File: src/rtl/rdoq_level_pkg.sv
// Shared types for the CABAC level reconstruction path: level classes and FIFO entry layout.
package rdoq_level_pkg;

    typedef enum logic [1:0] {
        LVL_ZERO,
        LVL_ONE,
        LVL_TWO,
        LVL_BASEPLUS
    } level_case_e;

    localparam int unsigned MIN_BASEPLUS = 3;

    typedef struct packed {
        logic [15:0] abs_level;
        logic        last;
        logic        err;
    } level_entry_t;

endpackage

File: src/rtl/level_recon_fifo.sv
// DEPTH-entry synchronous FIFO of level entries; head is shown combinationally from storage.
module level_recon_fifo
    import rdoq_level_pkg::*;
#(
    parameter int unsigned DEPTH = 2
) (
    input  logic                           clk,
    input  logic                           rst_n,
    input  logic                           push,
    input  level_entry_t                   wr_data,
    input  logic                           pop,
    output level_entry_t                   rd_data,
    output logic [$clog2(DEPTH+1)-1:0]     count
);

    localparam int unsigned PW = $clog2(DEPTH);

    level_entry_t   mem [DEPTH];
    logic [PW-1:0]  wr_ptr;
    logic [PW-1:0]  rd_ptr;

    // DEPTH is a power of two, so pointers wrap by natural overflow.
    always_ff @(posedge clk or negedge rst_n) begin
        if (!rst_n) begin
            wr_ptr <= '0;
            rd_ptr <= '0;
            count  <= '0;
            for (int unsigned i = 0; i < DEPTH; i++) begin
                mem[i] <= '0;
            end
        end else begin
            if (push) begin
                mem[wr_ptr] <= wr_data;
                wr_ptr      <= wr_ptr + 1'b1;
            end
            if (pop) begin
                rd_ptr <= rd_ptr + 1'b1;
            end
            if (push && !pop) begin
                count <= count + 1'b1;
            end else if (pop && !push) begin
                count <= count - 1'b1;
            end
        end
    end

    assign rd_data = mem[rd_ptr];

endmodule

File: src/rtl/level_reconstructor.sv
// Rebuilds uiAbsLevel from (level_case, symbol, baseLevel), queues it, and keeps per-block stats.
module level_reconstructor
    import rdoq_level_pkg::*;
#(
    parameter int unsigned DEPTH = 2,
    parameter int unsigned CNT_W = 11,
    parameter int unsigned SUM_W = 24
) (
    input  logic             clk,
    input  logic             rst_n,
    input  logic             in_valid,
    output logic             in_ready,
    input  logic [1:0]       level_case,
    input  logic [15:0]      symbol,
    input  logic [7:0]       baseLevel,
    input  logic             in_last,
    output logic             out_valid,
    input  logic             out_ready,
    output logic [15:0]      abs_level,
    output logic             out_last,
    output logic             out_err,
    output logic             blk_done,
    output logic [CNT_W-1:0] blk_nz_count,
    output logic [SUM_W-1:0] blk_sum
);

    localparam int unsigned CW = $clog2(DEPTH + 1);

    level_case_e      lc;
    logic [16:0]      sum17;
    logic [15:0]      rec_level;
    logic             rec_err;
    level_entry_t     wr_entry;
    level_entry_t     head;
    logic [CW-1:0]    count;
    logic             alive;
    logic             accept;
    logic             pop;
    logic [CNT_W-1:0] nz_acc;
    logic [CNT_W-1:0] nz_next;
    logic [SUM_W-1:0] sum_acc;
    logic [SUM_W-1:0] sum_next;
    logic [SUM_W:0]   sum_wide;

    assign lc    = level_case_e'(level_case);
    assign sum17 = {1'b0, symbol} + {9'b0, baseLevel};

    always_comb begin
        rec_level = '0;
        rec_err   = 1'b0;
        unique case (lc)
            LVL_ZERO: rec_level = 16'd0;
            LVL_ONE:  rec_level = 16'd1;
            LVL_TWO:  rec_level = 16'd2;
            LVL_BASEPLUS: begin
                if (sum17[16]) begin
                    rec_level = '1;
                    rec_err   = 1'b1;
                end else begin
                    rec_level = sum17[15:0];
                    rec_err   = (sum17 < 17'(MIN_BASEPLUS));
                end
            end
            default: ;
        endcase
    end

    // alive keeps in_ready low while in reset even though count is already zero.
    always_ff @(posedge clk or negedge rst_n) begin
        if (!rst_n) begin
            alive <= 1'b0;
        end else begin
            alive <= 1'b1;
        end
    end

    assign in_ready  = alive && (count < CW'(DEPTH));
    assign out_valid = (count != '0);
    assign accept    = in_valid && in_ready;
    assign pop       = out_valid && out_ready;

    assign wr_entry.abs_level = rec_level;
    assign wr_entry.last      = in_last;
    assign wr_entry.err       = rec_err;

    level_recon_fifo #(
        .DEPTH (DEPTH)
    ) u_fifo (
        .clk     (clk),
        .rst_n   (rst_n),
        .push    (accept),
        .wr_data (wr_entry),
        .pop     (pop),
        .rd_data (head),
        .count   (count)
    );

    assign abs_level = head.abs_level;
    assign out_last  = head.last;
    assign out_err   = head.err;

    always_comb begin
        nz_next = nz_acc;
        if ((rec_level != '0) && (nz_acc != '1)) begin
            nz_next = nz_acc + 1'b1;
        end
        sum_wide = {1'b0, sum_acc} + (SUM_W + 1)'(rec_level);
        sum_next = sum_wide[SUM_W] ? '1 : sum_wide[SUM_W-1:0];
    end

    always_ff @(posedge clk or negedge rst_n) begin
        if (!rst_n) begin
            nz_acc       <= '0;
            sum_acc      <= '0;
            blk_done     <= 1'b0;
            blk_nz_count <= '0;
            blk_sum      <= '0;
        end else begin
            blk_done <= accept && in_last;
            if (accept) begin
                if (in_last) begin
                    blk_nz_count <= nz_next;
                    blk_sum      <= sum_next;
                    nz_acc       <= '0;
                    sum_acc      <= '0;
                end else begin
                    nz_acc  <= nz_next;
                    sum_acc <= sum_next;
                end
            end
        end
    end

endmodule

File: config.mk
export PLATFORM = sky130hd
export DESIGN_NAME = level_reconstructor
export DESIGN_NICKNAME = d
export VERILOG_FILES = /design/src/rtl/rdoq_level_pkg.sv /design/src/rtl/level_recon_fifo.sv /design/src/rtl/level_reconstructor.sv
export SDC_FILE = /design/constraint.sdc
export NUM_CORES = 1
export LEC_CHECK = 0
export CAP_MARGIN = 20
export CORE_MARGIN = 2
export CORE_UTILIZATION = 55
export DETAILED_ROUTE_END_ITERATION = 8
export GPL_ROUTABILITY_DRIVEN = 0
export GPL_TIMING_DRIVEN = 0
export PLACE_DENSITY = 0.8
export SYNTH_ARGS = -nofsm -noshare
export SYNTH_HDL_FRONTEND = slang
export SYNTH_SLANG_ARGS = --single-unit
export TNS_END_PERCENT = 5
File: constraint.sdc
create_clock -name clk -period 3.85 [get_ports clk]
set_clock_uncertainty 0.05 [all_clocks]
set_input_delay 0.5775 -clock clk [delete_from_list [all_inputs] [get_ports clk]]
set_output_delay 0.5775 -clock clk [all_outputs]
set_load 0.01 [all_outputs]
Yosys cells after proc, flatten, opt, wreduce, memory -nomap -nowiden
Index checks and enable logic that the tools add are counted.
Widths: inputs -> output; s select.
{"block": "word_totals", "register_bits": 112, "output_inout_bits": 56}
{"block": "op_classes", "addsub": 7, "n_lt_le_gt_ge": 5, "eq_ne": 4, "n_mux": 16, "bitwise_logic": 2, "n_reduce_logical": 15}
{"op": "$mux 18", "n": 4}
{"op": "$pmux 16 s4", "n": 1}
{"op": "$mux 24", "n": 2}
{"op": "$bwmux 36", "n": 1}
{"op": "$add 24x16->25", "n": 1}
{"op": "$mux 11", "n": 2}
{"op": "$demux 18 s1", "n": 1}
{"op": "$add 16x8->17", "n": 1}
{"op": "$lt 17x2->1 const B", "n": 1}
{"op": "$mux 16", "n": 1}
{"op": "$reduce_bool 16->1", "n": 1}
{"op": "$add 11x1->11 const B", "n": 1}
{"op": "$ne 11x11->1 const B", "n": 1}
{"op": "$logic_and 1x1->1", "n": 8}
{"op": "$eq 2x2->1 const B", "n": 2}
{"op": "$ge 2x2->1 const B", "n": 2}
{"op": "$mux 2", "n": 2}
{"op": "$not 1->2", "n": 2}
{"op": "$reduce_bool 2->1", "n": 2}
{"op": "$add 1x1->1 const B", "n": 2}
{"op": "$add 2x1->2 const B", "n": 1}
{"op": "$eq 2x1->1 const B", "n": 1}
{"op": "$logic_not 1->1", "n": 2}
{"op": "$logic_not 2->1", "n": 1}
{"op": "other kinds (5)", "n": 6}

Logic depth before layout (Yosys ltp)
Gate-level depths: netlist of run 1.
{"block": "logic_depth", "word_depth": 7, "ltp_mapped": 21, "mapped_depth_nobuf": 20}

By module
From an unflattened synthesis of run 1, not the netlist that was laid out.
{"block": "hier_totals", "hier_cells": 681, "hier_area_um2": 6708.9}
{"module": "level_reconstructor", "instances": 1, "cells_each": 572, "area_per_inst_um2": 4928.5, "seq_area_each_um2": 1801.7}
{"module": "level_recon_fifo", "instances": 1, "cells_each": 109, "area_per_inst_um2": 1780.5, "seq_area_each_um2": 1001.0}

Worst setup path before layout of run 1
OpenSTA, ideal clock, no wires.
{"block": "synth_path", "kind": "input to register", "from": "input port symbol[7]", "to": "register blk_sum[15]", "setup_time_ns": 0.136, "arrival_ns": 4.666, "path_slack_ns": -1.002, "path_stages": 20, "path_buffers": 2, "path_cell_list": "ha_1 -> buf_6 -> a211o_1 -> or2_4 -> o2111ai_1 -> nand2_1 -> o21ai_0 -> inv_1 -> ha_1 -> fa_1 -> a211o_1 -> a211oi_1 -> o31ai_1 -> o41a_1 -> a31o_2 -> o21ai_0 -> nor2_1 -> clkbuf_1 -> nor2_1 -> o21ai_0"}
{"block": "synth_via", "elab_chain_cells": 5}
{"item": "start: declaration", "line_no": "level_reconstructor.sv:14", "source": "input logic [15:0] symbol,"}
{"item": "$add 16x8->17", "line_no": "level_reconstructor.sv:46", "source": "assign sum17 = {1'b0, symbol} + {9'b0, baseLevel};"}
{"item": "$mux 16", "line_no": "level_reconstructor.sv:56", "source": "if (sum17[16]) begin"}
{"item": "$pmux 16 s4", "line_no": "level_reconstructor.sv:51", "source": "unique case (lc)"}
{"item": "via rec_level[0]", "line_no": "level_reconstructor.sv:31", "source": "logic [15:0] rec_level;"}
{"item": "$add 24x16->25", "line_no": "level_reconstructor.sv:107", "source": "sum_wide = {1'b0, sum_acc} + (SUM_W + 1)'(rec_level);"}
{"item": "$mux 24", "line_no": "level_reconstructor.sv:108", "source": "sum_next = sum_wide[SUM_W] ? '1 : sum_wide[SUM_W-1:0];"}
{"item": "end signal: assignment", "line_no": "level_reconstructor.sv:123", "source": "blk_sum <= sum_next;"}
{"item": "end: declaration", "line_no": "level_reconstructor.sv:24", "source": "output logic [SUM_W-1:0] blk_sum"}
The timed path passes the listed nets, and every way through them passes these cells.
A chain may end at the register's enable or synchronous reset.

Worst setup path after layout of run 1
{"block": "layout_path", "from": "input port baseLevel[7]", "to": "register blk_sum[20]"}
{"block": "layout_via", "elab_chain_cells": 5}
{"item": "start: declaration", "line_no": "level_reconstructor.sv:15", "source": "input logic [7:0] baseLevel,"}
{"item": "$add 16x8->17", "line_no": "level_reconstructor.sv:46"}
{"item": "$mux 16", "line_no": "level_reconstructor.sv:56"}
{"item": "$pmux 16 s4", "line_no": "level_reconstructor.sv:51"}
{"item": "via rec_level[0]", "line_no": "level_reconstructor.sv:31"}
{"item": "$add 24x16->25", "line_no": "level_reconstructor.sv:107"}
{"item": "$mux 24", "line_no": "level_reconstructor.sv:108"}
The timed path passes the listed nets, and every way through them passes these cells.

==> flow_summary.json, run 1 <==
{
  "outcome": "complete, but fails checks",
  "violations": "negative setup slack",
  "portBuffers": 84,
  "yosysWarnings": 0,
  "htreeDepth": 3,
  "pin_count": 87,
  "synthesis.nets": 820,
  "route.detailed.drc": 0,
  "setup_violations": 48,
  "worst-path-buf-inv": 3,
  "avgViaCountPerCell": 6.30,
  "yosysTopAreaCell": "dfrtp_1",
  "hold_slack_ns": 0.159,
  "crit_arrival_ns": 4.61,
  "syn_avg_cell_area_um2": 8.79,
  "wirelength_mm": 19.5,
  "gr-usage-all-layers_pct": 30.3,
  "drt_iter0_markers": 821,
  "area_growth_pct": 31.1,
  "fin_crit_ns": 4.39,
  "post_dp_cell_area_um2": 7860,
  "timing.final.ws_setup_ns": -0.542,
  "cts_tree": "yes",
  "clock_sinks": 112,
  "netlist_area_um2": 6690,
  "grt_max_degree": 72,
  "stdcell_area_um2": 8770,
  "vias": 6539,
  "slew_viol_final": 0,
  "core-area_um2": 12000,
  "diodes": 0,
  "dp_slack_ns": -1.73,
  "ys_top_cells_by_area": "dfrtp_1, o21ai_0, nand2_1",
  "layout.nets": 946,
  "ir_drop_v": 0.000378,
  "cp_slowest_cell": "o41a_1",
  "grt_pass1_wl_mm": 31.5,
  "grt_pass1_vias": 6502,
  "synth.top_cell.area_share_pct": 41.9,
  "seq_area_frac_synth_pct": 41.9,
  "max_freq_mhz": 228,
  "cp-start-kind": "input pin",
  "critical-path-max-stage-delay_ns": 0.37,
  "die_area_um2": 13100,
  "clock_latency_ns": 0.36,
  "layout_commonest_cell": "dfrtp_1",
  "ant_nets": 0,
  "tightest_slew_ns": 0.694,
  "critPathKind": "in2reg",
  "synthFlopType": "dfrtp_1",
  "worstSetupEndpointType": "flop",
  "required_ns": 4.07,
  "synth_edf_count": 0,
  "synth_cells": 761,
  "ys_ff_latch": 112,
  "fp.dieW_um": 114,
  "period_share_pct": 114,
  "dpl.hpwl_mm": 13.4,
  "rsz0062_at_grt": "yes",
  "final_cell_mix": "dfrtp_1, nand2_1, clkdlybuf4s50_1",
  "clk_path_buf_depth": 2,
  "clk_pin_slew_ns": 0.07,
  "synth_cell_types": 72,
  "drv_cap": 0,
  "cts_made_buffers": 9,
  "relSlewSlack_pct": 53.6,
  "crit_family": "compound AO/OA/AOI/OAI gates",
  "critical_path.max_fanout": 5,
  "antenna_found_initial": 0,
  "hold_viol_final": 0,
  "layout-drive-gt1-share_pct": 19.3,
  "hold_class": "in2async",
  "grt-ovfl-total": 0,
  "die_h_um": 114,
  "drt-pass1-iter-count": 6,
  "synthArstFlopShare_pct": 100,
  "start_util_pct": 55.9,
  "tns_ns": -21.27,
  "rows": 40,
  "cellPowerDensity_nw_per_um2": 572,
  "path_cells": "buf_6 -> ha_4 -> a211o_1 -> or2_4 -> o2111ai_4 -> nand2_1 -> o21ai_2 -> inv_1 -> ha_2 -> fa_2 -> a211o_1 -> a211oi_2 -> o31ai_2 -> o41a_1 -> a31o_2 -> nor2b_4 -> clkbuf_8 -> nand3_2 -> o21ai_2 -> a31oi_1",
  "power.leakage_nw": 3.84,
  "cts_root_buf": "clkbuf_16",
  "wire_per_inst_um": 18.8,
  "postCtsHoldBufs": 0
}
## cells in the mapped netlist (all sizes together) (4+ instances only)
| cell type | count |
|---|---|
| a211oi | 12 |
| a21o | 10 |
| a21oi | 28 |
| a31oi | 9 |
| and2 | 5 |
| and3 | 7 |
| and4 | 5 |
| buf | 8 |
| clkbuf | 27 |
| dfrtp | 112 |
| ha | 26 |
| inv | 33 |
| mux2 | 20 |
| nand2 | 110 |
| nand2b | 6 |
| nand3 | 17 |
| nand4 | 8 |
| nor2 | 56 |
| nor2b | 5 |
| nor3 | 13 |
| nor4 | 4 |
| o211ai | 9 |
| o21a | 14 |
| o21ai | 116 |
| o31ai | 9 |
| or2 | 5 |
| or3 | 7 |
| or4 | 5 |
| xnor2 | 16 |
| xor2 | 9 |
## final timing paths
kind	startpoint	end	slack, ns	depth (start not counted)
max	baseLevel[7]	blk_sum[20]	-0.54	20
min	rst_n	u_fifo.mem[11]	0.16	1
max reg2reg	sum_acc[0]	blk_sum[20]	0.72	12
min reg2reg	u_fifo.mem[7]	u_fifo.mem[7]	0.42	2
max in group asynchronous	rst_n	sum_acc[8]	2.85	2
min in group clk	u_fifo.mem[7]	u_fifo.mem[7]	0.42	2
## metal layers
layer,share of wire (%),vias up,GRT usage [%]
met5,0,-,0
met4,2.5,0,11.1
met3,7.5,61,6.46
met2,49,330,50.7
met1,41,3169,39.0
li1,-,2979,-
## registers in the layout, indices dropped and copies added, names as in the netlist
| signal | count |
|---|---|
| u_fifo.mem | 36 |
| blk_sum | 24 |
| sum_acc | 24 |
| blk_nz_count | 11 |
| nz_acc | 11 |
| u_fifo.count | 2 |
| alive | 1 |
| blk_done | 1 |
| u_fifo.rd_ptr | 1 |
| u_fifo.wr_ptr | 1 |
## metrics by stage
stage | utilization (%) | power [W] | cells
floorplan | - | 0.00296 | 761
global placement | 65.5 | 0.00374 | 992
detailed placement | 65.7 | 0.00383 | 993
CTS | 72.3 | 0.00492 | 1033
global route | 73.3 | 0.00531 | 1038
finish | 73.3 | 0.00501 | 1038
## area by class of cell
cell class,count,area (um^2)
clock inverter,4,45.0
tap,147,184
multi-input combinational,579,4090
timing repair buffer,118,1120
clock buffer,11,243
sequential,112,2800
buffer,32,153
inverter,35,131
fill,844,3190
## power breakdown
group | internal (W) | switching [W] | leakage (nW)
Combinational | 0.00110 | 0.00113 | 2.21
Sequential | 0.00158 | 0.000267 | 1.48
Clock | 0.000516 | 0.000415 | 0.145
Total | 0.00320 | 0.00181 | 3.84
## cells by family after synthesis
| group | count (synthesis) | synth area share [%] |
|---|---|---|
| buf+inv | 70 | 4.25 |
| mux | 22 | 3.67 |
| fa+ha+maj | 28 | 5.46 |
| other cells | 1 | 0.0561 |
| xor+xnor | 25 | 3.27 |
| flops | 112 | 41.9 |
| simple gates | 260 | 18.4 |
| compound gates | 243 | 23.0 |
## worst reg2reg max path, cell delays in order, from the launching register on
cell      delay (ns)
dfrtp_1         0.40
ha_2            0.20
fa_2            0.34
a211o_1         0.35
a211oi_2        0.27
o31ai_2         0.11
o41a_1          0.37
a31o_2          0.29
nor2b_4         0.15
clkbuf_8        0.19
nand3_2         0.08
o21ai_2         0.06
a31oi_1         0.18
## what timing repair did
item	CTS	global route
gates resized for setup	118	43
pin swaps	43	18
buffers inserted	26	5
setup endpoints to repair	63	51
cloned	2	0
Note: power is estimated with default switching activity, not from simulation.
==> run 2, diff against run 1 <==
--- a/config.mk
+++ b/config.mk
@@ -7,11 +7,11 @@
 export LEC_CHECK = 0
 export CAP_MARGIN = 20
 export CORE_MARGIN = 2
-export CORE_UTILIZATION = 55
+export CORE_UTILIZATION = 56
 export DETAILED_ROUTE_END_ITERATION = 8
 export GPL_ROUTABILITY_DRIVEN = 0
 export GPL_TIMING_DRIVEN = 0
-export PLACE_DENSITY = 0.8
+export PLACE_DENSITY = 0.81
 export SYNTH_ARGS = -nofsm -noshare
 export SYNTH_HDL_FRONTEND = slang
 export SYNTH_SLANG_ARGS = --single-unit
==> constraint.sdc (replaced) <==
create_clock -name clk -period 3.85 [get_ports clk]
set_clock_uncertainty 0.05 [all_clocks]
set_input_delay 0.385 -clock clk [delete_from_list [all_inputs] [get_ports clk]]
set_output_delay 0.385 -clock clk [all_outputs]
set_load 0.01 [all_outputs]
==> flow_summary.json, run 2 (same netlist as run 1, synthesis figures left out) <==
{
  "drt_iter0_markers": 574,
  "outcome": "complete, but fails checks",
  "hold_class": "in2async",
  "tightest_slew_ns": 0.753,
  "avgViaCountPerCell": 6.39,
  "portBuffers": 84,
  "clk_path_buf_depth": 2,
  "worstSetupEndpointType": "flop",
  "pwr-share-seq_pct": 36.9,
  "critPathLaunch": "symbol[7]",
  "htreeDepth": 3,
  "top_register": "u_fifo.mem",
  "gr-usage-all-layers_pct": 30.6,
  "clk_pin_slew_ns": 0.07,
  "path_cells": "buf_6 -> ha_4 -> a211o_1 -> or2_4 -> o2111ai_4 -> nand2_2 -> o21ai_4 -> inv_2 -> ha_4 -> fa_2 -> a211o_1 -> a211oi_4 -> o31ai_2 -> o41a_1 -> a31o_4 -> nor2b_4 -> nand2_4 -> and3_4 -> a211oi_4",
  "route.detailed.drc": 0,
  "vias": 6667,
  "wirelength_mm": 20.0,
  "setup_violations": 48,
  "power.share.combinational_pct": 45.0,
  "reg_top3": "u_fifo.mem x36, blk_sum x24, sum_acc x24",
  "ir_drop_v": 0.000343,
  "crit_family": "compound AO/OA/AOI/OAI gates",
  "tns_ns": -20.57,
  "hold_slack_ns": 0.0332,
  "timing.final.ws_setup_ns": -0.536,
  "hold_viol_final": 0,
  "violations": "negative setup slack",
  "die_area_um2": 12800,
  "cts_root_buf": "clkbuf_16",
  "grt_pass1_vias": 6399,
  "final_cell_mix": "dfrtp_1, nand2_1, o21ai_0",
  "rsz0062_at_grt": "yes",
  "area_growth_pct": 32.2,
  "intPower_w": 0.00317,
  "max_freq_mhz": 228,
  "start_util_pct": 58.1,
  "p_sw_w": 0.00185,
  "required_ns": 4.01,
  "postCtsHoldBufs": 0,
  "r2r-start": "sum_acc[0]",
  "worst-path-buf-inv": 2,
  "cts_tree": "yes",
  "fp.dieW_um": 113,
  "cp_slowest_cell": "o41a_1",
  "dpl.hpwl_mm": 13.3,
  "switching_share_pct": 36.9,
  "critPathKind": "in2reg",
  "pin_count": 87,
  "layout_commonest_cell": "dfrtp_1",
  "critical-path-max-stage-delay_ns": 0.50,
  "ant_nets": 0,
  "dp_slack_ns": -1.58,
  "grt-ovfl-total": 0,
  "layout-drive-gt1-share_pct": 20.8,
  "fin_util_pct": 76.8,
  "cp-start-kind": "input pin",
  "grt_max_degree": 59,
  "largest_reg_flops": 36,
  "pwr-share-clk_pct": 18.1,
  "power.leakage_nw": 3.87,
  "period_share_pct": 114,
  "clock_sinks": 112,
  "crit_arrival_ns": 4.54,
  "drv_cap": 0,
  "drt-pass1-iter-count": 5,
  "layout.nets": 954,
  "antenna_found_initial": 0,
  "diodes": 0,
  "cts_made_buffers": 9,
  "relSlewSlack_pct": 49.6,
  "fin_crit_ns": 4.39,
  "core-area_um2": 11500,
  "die_h_um": 113,
  "rows": 39,
  "clock_latency_ns": 0.36,
  "slew_viol_final": 0,
  "wire_per_inst_um": 19.2,
  "critical_path.max_fanout": 8,
  "cellPowerDensity_nw_per_um2": 568,
  "grt_pass1_wl_mm": 31.4
}
-- run 2: final cells by class --
cell class	instances	area (um^2)
Buffer	32	154
Clock inverter	3	25.0
Fill cell	738	2670
Sequential cell	112	2800
Clock buffer	13	260
Inverter	35	131
Multi-Input combinational cell	579	4140
Timing Repair Buffer	126	1150
Tap cell	143	179
-- run 2: power groups by stage --
stage,logic (W),clock network [W],registers [W]
after CTS,0.00212,0.000916,0.00185
after global placement,0.00190,0,0.00183
after global routing,0.00245,0.000961,0.00190
after detailed placement,0.00197,0,0.00186
after floorplan,0.00110,0,0.00186
final,0.00226,0.000909,0.00186
-- run 2: what timing repair did --
action	4_1_cts	5_1_grt
pin swaps	42	32
buffers inserted	28	11
resized for setup	114	51
cloned	2	0
setup endpoints to repair	49	48
-- run 2: metal layers --
metal	up-vias	part of all wire (%)	global-route usage (%)
li1	3011	-	-
met4	0	3.4	13.2
met3	63	7.3	4.28
met5	-	0	0
met1	3239	41	40.6
met2	354	48	50.3
-- run 2: final timing paths --
check,end,slack (ns),depth (start not counted)
max in group asynchronous,sum_acc[6],2.98,2
min in group clk,u_fifo.mem[16],0.43,2
max,sum_acc[23],-0.54,19
max reg2reg,sum_acc[23],0.51,11
min,u_fifo.mem[4],0.03,1
min reg2reg,u_fifo.mem[16],0.43,2
-- run 2: through the flow --
step	power (W)	cell area [um^2]	cells
5_1_grt	0.00531	8840	1043
3_3_place_gp	0.00374	7830	988
2_1_floorplan	0.00296	6810	761
4_1_cts	0.00488	8670	1032
6_report	0.00502	8840	1043
3_5_place_dp	0.00383	7850	989
-- run 2: worst register-to-register path: cells and delay by family (launching register included) --
family,cells,cell delay (ns)
adder cells (fa/ha/maj),2,0.57
AND/OR/NAND/NOR,3,0.55
flip-flops,1,0.42
AO/OA/AOI/OAI,6,1.61
